$ cat config.mk
export PLATFORM = sky130hd
export DESIGN_NAME = ssm_step_ctrl
export DESIGN_NICKNAME = d
export VERILOG_FILES = /design/src/rtl/ssm_step_ctrl.sv
export SDC_FILE = /design/constraint.sdc
export NUM_CORES = 1
export LEC_CHECK = 0
export ABC_AREA = 1
export CAP_MARGIN = 20
export CORE_ASPECT_RATIO = 1.25
export CORE_MARGIN = 5
export CORE_UTILIZATION = 45
export CTS_CLUSTER_SIZE = 24
export DETAILED_ROUTE_END_ITERATION = 16
export GPL_ROUTABILITY_DRIVEN = 0
export PLACE_DENSITY = 0.7
export REMOVE_ABC_BUFFERS = 1
export SLEW_MARGIN = 20
export SYNTH_ARGS = -nofsm -noshare
export SYNTH_HDL_FRONTEND = slang
export SYNTH_SLANG_ARGS = --single-unit
$ cat constraint.sdc
create_clock -name clk -period 1.5 [get_ports clk]
set_input_delay 0.375 -clock clk [delete_from_list [all_inputs] [get_ports clk]]
set_output_delay 0.375 -clock clk [all_outputs]
set_load 0.1 [all_outputs]
$ cat src/rtl/ssm_step_ctrl.sv
// ---------------------------------------------------------------------------
// ssm_step_ctrl
//
// Per-token sequencer for the Mamba-2 SSM step datapath. One token at a time
// is accepted (operands are captured by the datapath on in_latch). The block
// then runs the compute stages in order:
//   1. dA and dBx in parallel
//   2. state update h = dA*h + dBx
//   3. y reduction
// Finally it offers y downstream with a valid/ready handshake. Each wait
// state has a watchdog. On expiry the token is abandoned and a sticky error
// is raised.
//
// Ports
//   clk, rst               clock, asynchronous active-high reset
//   tok_valid / tok_ready  upstream token handshake (tok_ready = IDLE)
//   in_latch               operand capture strobe for the datapath
//   da_start, dbx_start    one-cycle starts for the dA / dBx stages
//   da_done, dbx_done      one-cycle done pulses from the dA / dBx stages
//   hupd_start, hupd_done  start / done for the state-update stage
//   y_start, y_done        start / done for the y reduction stage
//   y_valid / y_ready      downstream result handshake
//   busy                   sequencer is not idle
//   abort                  one-cycle pulse on watchdog expiry
//   err, err_clr           sticky watchdog error and its clear
//   tok_cnt                tokens completed (wraps)
// ---------------------------------------------------------------------------
module ssm_step_ctrl #(
  parameter int TIMEOUT_CYC = 1024,
  parameter int TOK_CNT_W   = 16,
  parameter int TO_W        = 11
) (
  input  logic                 clk,
  input  logic                 rst,
  input  logic                 tok_valid,
  output logic                 tok_ready,
  output logic                 in_latch,
  output logic                 da_start,
  output logic                 dbx_start,
  input  logic                 da_done,
  input  logic                 dbx_done,
  output logic                 hupd_start,
  input  logic                 hupd_done,
  output logic                 y_start,
  input  logic                 y_done,
  output logic                 y_valid,
  input  logic                 y_ready,
  output logic                 busy,
  output logic                 abort,
  output logic                 err,
  input  logic                 err_clr,
  output logic [TOK_CNT_W-1:0] tok_cnt
);

  typedef enum logic [2:0] {
    IDLE    = 3'd0,
    LAUNCH  = 3'd1,
    WAIT_AB = 3'd2,
    HUPD    = 3'd3,
    WAIT_H  = 3'd4,
    YC      = 3'd5,
    WAIT_Y  = 3'd6,
    OUT     = 3'd7
  } state_t;

  localparam logic [TO_W-1:0]      WD_LAST = TO_W'(TIMEOUT_CYC - 1);
  localparam logic [TO_W-1:0]      WD_ONE  = TO_W'(1);
  localparam logic [TOK_CNT_W-1:0] CNT_ONE = TOK_CNT_W'(1);

  state_t          state_reg;
  logic [TO_W-1:0] wd_reg;
  logic [1:0]      seen_reg;   // bit 0: dA done seen, bit 1: dBx done seen
  logic [1:0]      done_ab;
  logic [1:0]      seen_now;
  logic            in_wait;
  logic            wd_expire;

  assign tok_ready = (state_reg == IDLE);
  assign busy      = (state_reg != IDLE);
  assign in_latch  = tok_valid & tok_ready;

  // A done arriving this cycle counts together with an already-seen partner,
  // so the join completes in the cycle of the later pulse.
  assign done_ab = {dbx_done, da_done};
  generate
    for (genvar gi = 0; gi < 2; gi++) begin : g_seen
      assign seen_now[gi] = seen_reg[gi] | done_ab[gi];
    end
  endgenerate

  assign in_wait   = (state_reg == WAIT_AB) || (state_reg == WAIT_H) ||
                     (state_reg == WAIT_Y);
  assign wd_expire = in_wait && (wd_reg == WD_LAST);

  always_ff @(posedge clk or posedge rst) begin
    if (rst) begin
      state_reg  <= IDLE;
      wd_reg     <= '0;
      seen_reg   <= '0;
      da_start   <= 1'b0;
      dbx_start  <= 1'b0;
      hupd_start <= 1'b0;
      y_start    <= 1'b0;
      y_valid    <= 1'b0;
      abort      <= 1'b0;
      err        <= 1'b0;
      tok_cnt    <= '0;
    end else begin
      // Starts and abort are single-cycle pulses by default.
      da_start   <= 1'b0;
      dbx_start  <= 1'b0;
      hupd_start <= 1'b0;
      y_start    <= 1'b0;
      abort      <= 1'b0;

      // The watchdog only counts while in a wait state. Every other state
      // holds it at zero, so entering a wait state always starts from zero.
      if (in_wait) begin
        wd_reg <= wd_reg + WD_ONE;
      end else begin
        wd_reg <= '0;
      end

      // Expiry wins over a simultaneous clear. A clear that coincides with
      // the visible abort pulse is also ignored.
      if (wd_expire) begin
        err <= 1'b1;
      end else if (err_clr && !abort) begin
        err <= 1'b0;
      end

      case (state_reg)
        IDLE: begin
          if (tok_valid) begin
            state_reg <= LAUNCH;
          end
        end

        LAUNCH: begin
          da_start  <= 1'b1;
          dbx_start <= 1'b1;
          seen_reg  <= '0;
          state_reg <= WAIT_AB;
        end

        WAIT_AB: begin
          if (wd_expire) begin
            abort     <= 1'b1;
            state_reg <= IDLE;
          end else if (&seen_now) begin
            state_reg <= HUPD;
          end else begin
            seen_reg <= seen_now;
          end
        end

        HUPD: begin
          hupd_start <= 1'b1;
          state_reg  <= WAIT_H;
        end

        WAIT_H: begin
          if (wd_expire) begin
            abort     <= 1'b1;
            state_reg <= IDLE;
          end else if (hupd_done) begin
            state_reg <= YC;
          end
        end

        YC: begin
          y_start   <= 1'b1;
          state_reg <= WAIT_Y;
        end

        WAIT_Y: begin
          if (wd_expire) begin
            abort     <= 1'b1;
            state_reg <= IDLE;
          end else if (y_done) begin
            y_valid   <= 1'b1;
            state_reg <= OUT;
          end
        end

        OUT: begin
          // No watchdog here: downstream backpressure may last indefinitely.
          if (y_ready) begin
            y_valid   <= 1'b0;
            tok_cnt   <= tok_cnt + CNT_ONE;
            state_reg <= IDLE;
          end
        end

        default: begin
          state_reg <= IDLE;
        end
      endcase
    end
  end

endmodule
==> After elaboration in Yosys (flattened, before gate mapping) <==
Index checks and enable logic that the tools add are counted.
W data, S select, Z words.
{ "classes": {"n_addsub": 2, "eq_ne": 17, "mux": 24, "bitwise": 3, "n_reduce_logical": 16} }
{ "ops": {"columns": ["op", "n"], "rows": [
  ["$mux W3", 8],
  ["$pmux W3 S8", 1],
  ["$add A16 B1 Y16 const B", 1],
  ["$eq A3 B3 Y1 const B", 4],
  ["$ne A2 B2 Y1 const B", 6],
  ["$add A11 B1 Y11 const B", 1],
  ["$eq A11 B10 Y1 const B", 1],
  ["$mux W11", 1],
  ["$mux W1", 10],
  ["$eq A3 B2 Y1 const B", 2],
  ["$ne A3 B3 Y1 const B", 2],
  ["$reduce_bool A2 Y1", 3],
  ["$reduce_and A5 Y1", 1],
  ["$mux W2", 2],
  ["$pmux W2 S2", 1],
  ["$reduce_and A2 Y1", 2],
  ["$reduce_and A4 Y1", 1],
  ["$eq A3 B1 Y1 const B", 1],
  ["$logic_not A3 Y1", 1],
  ["$ne A3 B2 Y1 const B", 1],
  ["$reduce_and A3 Y1", 1],
  ["$reduce_bool A3 Y1", 1],
  ["$reduce_or A3 Y1", 1],
  ["$logic_and A1 B1 Y1", 2],
  ["other kinds (5)", 7]
]} }
{ "word_totals": {"register_bits": 38, "in_bits": 9, "output_inout_bits": 26, "word_cells": 72} }

==> Depth between registers and ports, before layout <==
{ "depth": {"word_depth": 6, "ltp_mapped": 10, "ltp_nobuf": 10} }

==> Worst setup path before layout <==
Ideal clock, no wire load.
{ "synth_path": {"path_kind": "reg-to-output", "from": "register state_reg[1]", "to": "output port in_latch", "arrival_time_ps": 2541, "t_required_ps": 1125, "setup_slack_ps": -1416, "stages_incl_launch_ff": 4, "path_buffers": 0, "cell_sequence": "dfrtp_1 > inv_1 > nand3_2 > nor2_1"} }
{ "synth_via": {"elab_chain_len": 2} }
{ "synth_rtl": {"columns": ["item", "line_no", "source"], "rows": [
  ["start, declared", "70", "state_t state_reg;"],
  ["start signal, assigned", "97", "state_reg <= IDLE;"],
  ["start signal, assigned", "135", "state_reg <= LAUNCH;"],
  ["start signal, assigned", "143", "state_reg <= WAIT_AB;"],
  ["$logic_not A3 Y1", "78", "assign tok_ready = (state_reg == IDLE);"],
  ["$and A1 B1 Y1", "80", "assign in_latch = tok_valid & tok_ready;"],
  ["end, declared", "37", "output logic in_latch,"]
]} }
Every way passes these cells.

==> Worst setup path in the final report <==
{ "layout_path": {"from": "register state_reg[2]", "to": "output port in_latch"} }
The elaborated chain is that of the path after synthesis.

==> flow_summary_export.csv <==
group,metric,value,unit
min_path,hold_path.class,"in2async",
floorplan,start_util,46.17,%
critical_path,path_cells,"inv_2 > nand3_4 > nor2_4 > buf_12",
timing,finalMaxSlewViolations,0,
finish,largest_reg_flops,16,
cts,cts.htree.levels,2,
critical_path,critical_path.max_fanout,3,
grt,grt_max_degree,39,
timing,fmax,0.6418,GHz
placed_design,pre_cts_slack,-0.1533,ns
timing,hold_viol_final,0,
finish,areaGrowthSynthToFinish,58.64,%
grt,grt_pass1_vias,2014,
pwr,p_per_area,1638,mW/mm2
critical_path,required,1.12,ns
critical_path,start_kind,"flop",
pwr,power_switching,2483,uW
timing,fin_ws,-0.05806,ns
critical_path,crit_path_max_incr_delay,0.41,ns
placed_design,place_hpwl,3667,um
critical_path,crit_arrival,1.18,ns
finish,layout_commonest_cell,"nand2_1",
outcome,violations,"negative setup slack",
synth,syn-cell-area,0.002012,mm2
drt,wl,5011,um
cts,clock_path_buffers,2,
outcome,outcome,"finished with violations",
critical_path,cp_slowest_cell,"dfrtp_1",
synth,synth_cell_types,28,
cts,clock_sinks,38,
floorplan,fp.dieW,69.81,um
drt,dr.pass1.iters,4,
cts,root_buffer,"clkbuf_8",
floorplan,io_pins,35,
grt,antenna_found_initial,0,
synth,synth_area_leaders,"dfrtp_1, nand2_1, nor2_1",
cts,cts_hold_buf,0,
timing,rsz0062_at_grt,"yes",
synth,synth.avg_cell_area,7.890,um2
cts,clock_latency,0.29,ns
drt,viasPerCell,4.972,
grt,grt_pass1_wl,8707,um
synth,synth-async-reset-ratio,100.0,%
synth,netlist.top_cell.by_area,"dfrtp_1",
pwr,swShare,47.49,%
drt,drt-initial-drc-count,182,
synth,ys.warnings.count,0,
finish,fillers,305,
timing,relSlewSlack,74.71,%
synth,synthFlopType,"dfrtp_1",
synth,synth_top_area_share,47.26,%
synth,synth_edf_count,0,
synth,synthCells,255,
finish,fin_area,0.003192,mm2
placed_design,io_buffer_count,34,
critical_path,path_buf_inv,2,
synth,ys_ff_latch,38,
critical_path,crit_path_end_kind,"output port",
finish,antennaDiodeCount,0,
cts,cts_buffers,5,
synth,ys_seq_area_share,47.26,%
floorplan,placement_rows,27,
pwr,p_int,2745,uW
drt,ant_nets,0,
floorplan,fp.dieH,84.76,um
flow_run,max_cap_violations,0,
pwr,power_leakage,0.001502,uW
floorplan,core_area,0.004358,mm2
finish,mostFrequentLayoutCells,"nand2_1, buf_4, dfrtp_1",
critical_path,cp_top_family,"flip-flops",
finish,stdcell_count,391,
drt,num_vias,1944,
grt,overflow,0,
finish,fin_nets,343,
timing,skew,0.004877,ns
pwr,vdd.ir_drop.worst,1.401,mV
cts,clk_pin_slew,0.08,ns
critical_path,worstSetupPathType,"reg2out",
timing,worst_pin_slew,0.3765,ns
grt,grtUsageTotal,17.82,%
timing,min_period,1.558,ns
pwr,comb_power_share,58.9,%
finish,layout-drive-gt1-share,35.44,%
timing,setup_viol,3,
drt,post_drt_wl_per_cell,12.82,um
timing,fin_crit_sh,103.9,%
drt,drcViolationCount,0,
pwr,power_frac_seq,27.1,%
floorplan,die_area,0.005917,mm2
placed_design,dp_cells,377,
pwr,clkPwrFrac,14.0,%
cts,cts_tree,"yes",
placed_design,dpl_cell_area,0.002925,mm2
## synthesized netlist by cell type (4+ instances only)
master,number
a21oi_1,9
dfrtp_1,38
inv_1,27
inv_2,4
nand2_1,69
nand3_1,13
nor2_1,36
nor3_1,7
o21ai_0,11
xnor2_1,5
xor2_1,8
## power by group through the flow
stage                     Sequential, uW  Clock, uW  Combinational [uW]
final                               1420        733                3080
after detailed placement            1420          0                2850
after CTS                           1400        748                2960
after floorplan                     2120          0                 973
after global placement              1410          0                2810
after global routing                1440        788                3310
## worst reg2reg max path, stage by stage (launching register included)
cell and delay (ns):
dfrtp_1 0.40, ha_4 0.16, nand2_1 0.11, nor2_4 0.16, nand3_4 0.15, nand2_2 0.11, nand2_1 0.07, nor2_2 0.12
nand2_1 0.06, nand2_1 0.05
## worst paths after layout
check	from	to	slack, ns	cells after the start
min reg2reg	tok_cnt[2]	tok_cnt[2]	0.52	1
max reg2reg	wd_reg[1]	state_reg[1]	0.04	9
max	state_reg[2]	in_latch	-0.06	4
min in group clk	tok_cnt[2]	tok_cnt[2]	0.52	1
max in group asynchronous	rst	tok_cnt[1]	0.86	3
min	rst	tok_cnt[10]	0.43	3
## through the flow
step | TNS (ns) | hold slack (ns) | power (uW) | utilization [%]
final | -0.1693 | 0.4326 | 5228 | 73.24
after CTS | -0.1802 | 0.4494 | 5104 | 70.26
after detailed placement | -2.001 | 0.5048 | 4273 | 67.13
after floorplan | -10.44 | 0.4331 | 3096 | -
after global routing | -0.4025 | 0.4752 | 5539 | 73.24
after global placement | -1.802 | 0.4907 | 4219 | 67.13
## cells by family (layout without fill, tap and decap cells)
family,after synthesis,after routing,synth area share [%]
AO/OA/AOI/OAI,25,25,6.841
XOR/XNOR,13,13,5.659
adder cells (fa/ha/maj),2,2,1.244
buffers and inverters,33,111,6.405
flip-flops,38,38,47.26
AND/OR/NAND/NOR,144,144,32.59
## final cells by class
cell class              count  area, um2  area share (%)
multi-input cells         184       1052           32.97
well taps                  58      72.57           2.274
flip-flops and latches     38      954.7           29.91
clock buffers               7      86.33           2.705
clock inverters             1      5.005          0.1568
repair buffers             72      904.6           28.34
inverters                  31      116.4           3.646
## per-layer routing
metal	part of all wire, %	GRT usage, %	vias up
li1	-	-	960
met1	38	19.58	917
met2	55	31.90	51
met3	4.4	4.790	16
met4	2.3	7.840	0
met5	0	0	-
## repair_timing
action	4_1_cts	5_1_grt
gates resized for setup	6	32
pin swaps	3	6
setup buffers	3	3
cloned	0	0
endpoints found under the setup margin	5	21
Note: power is estimated with default switching activity, not from simulation.
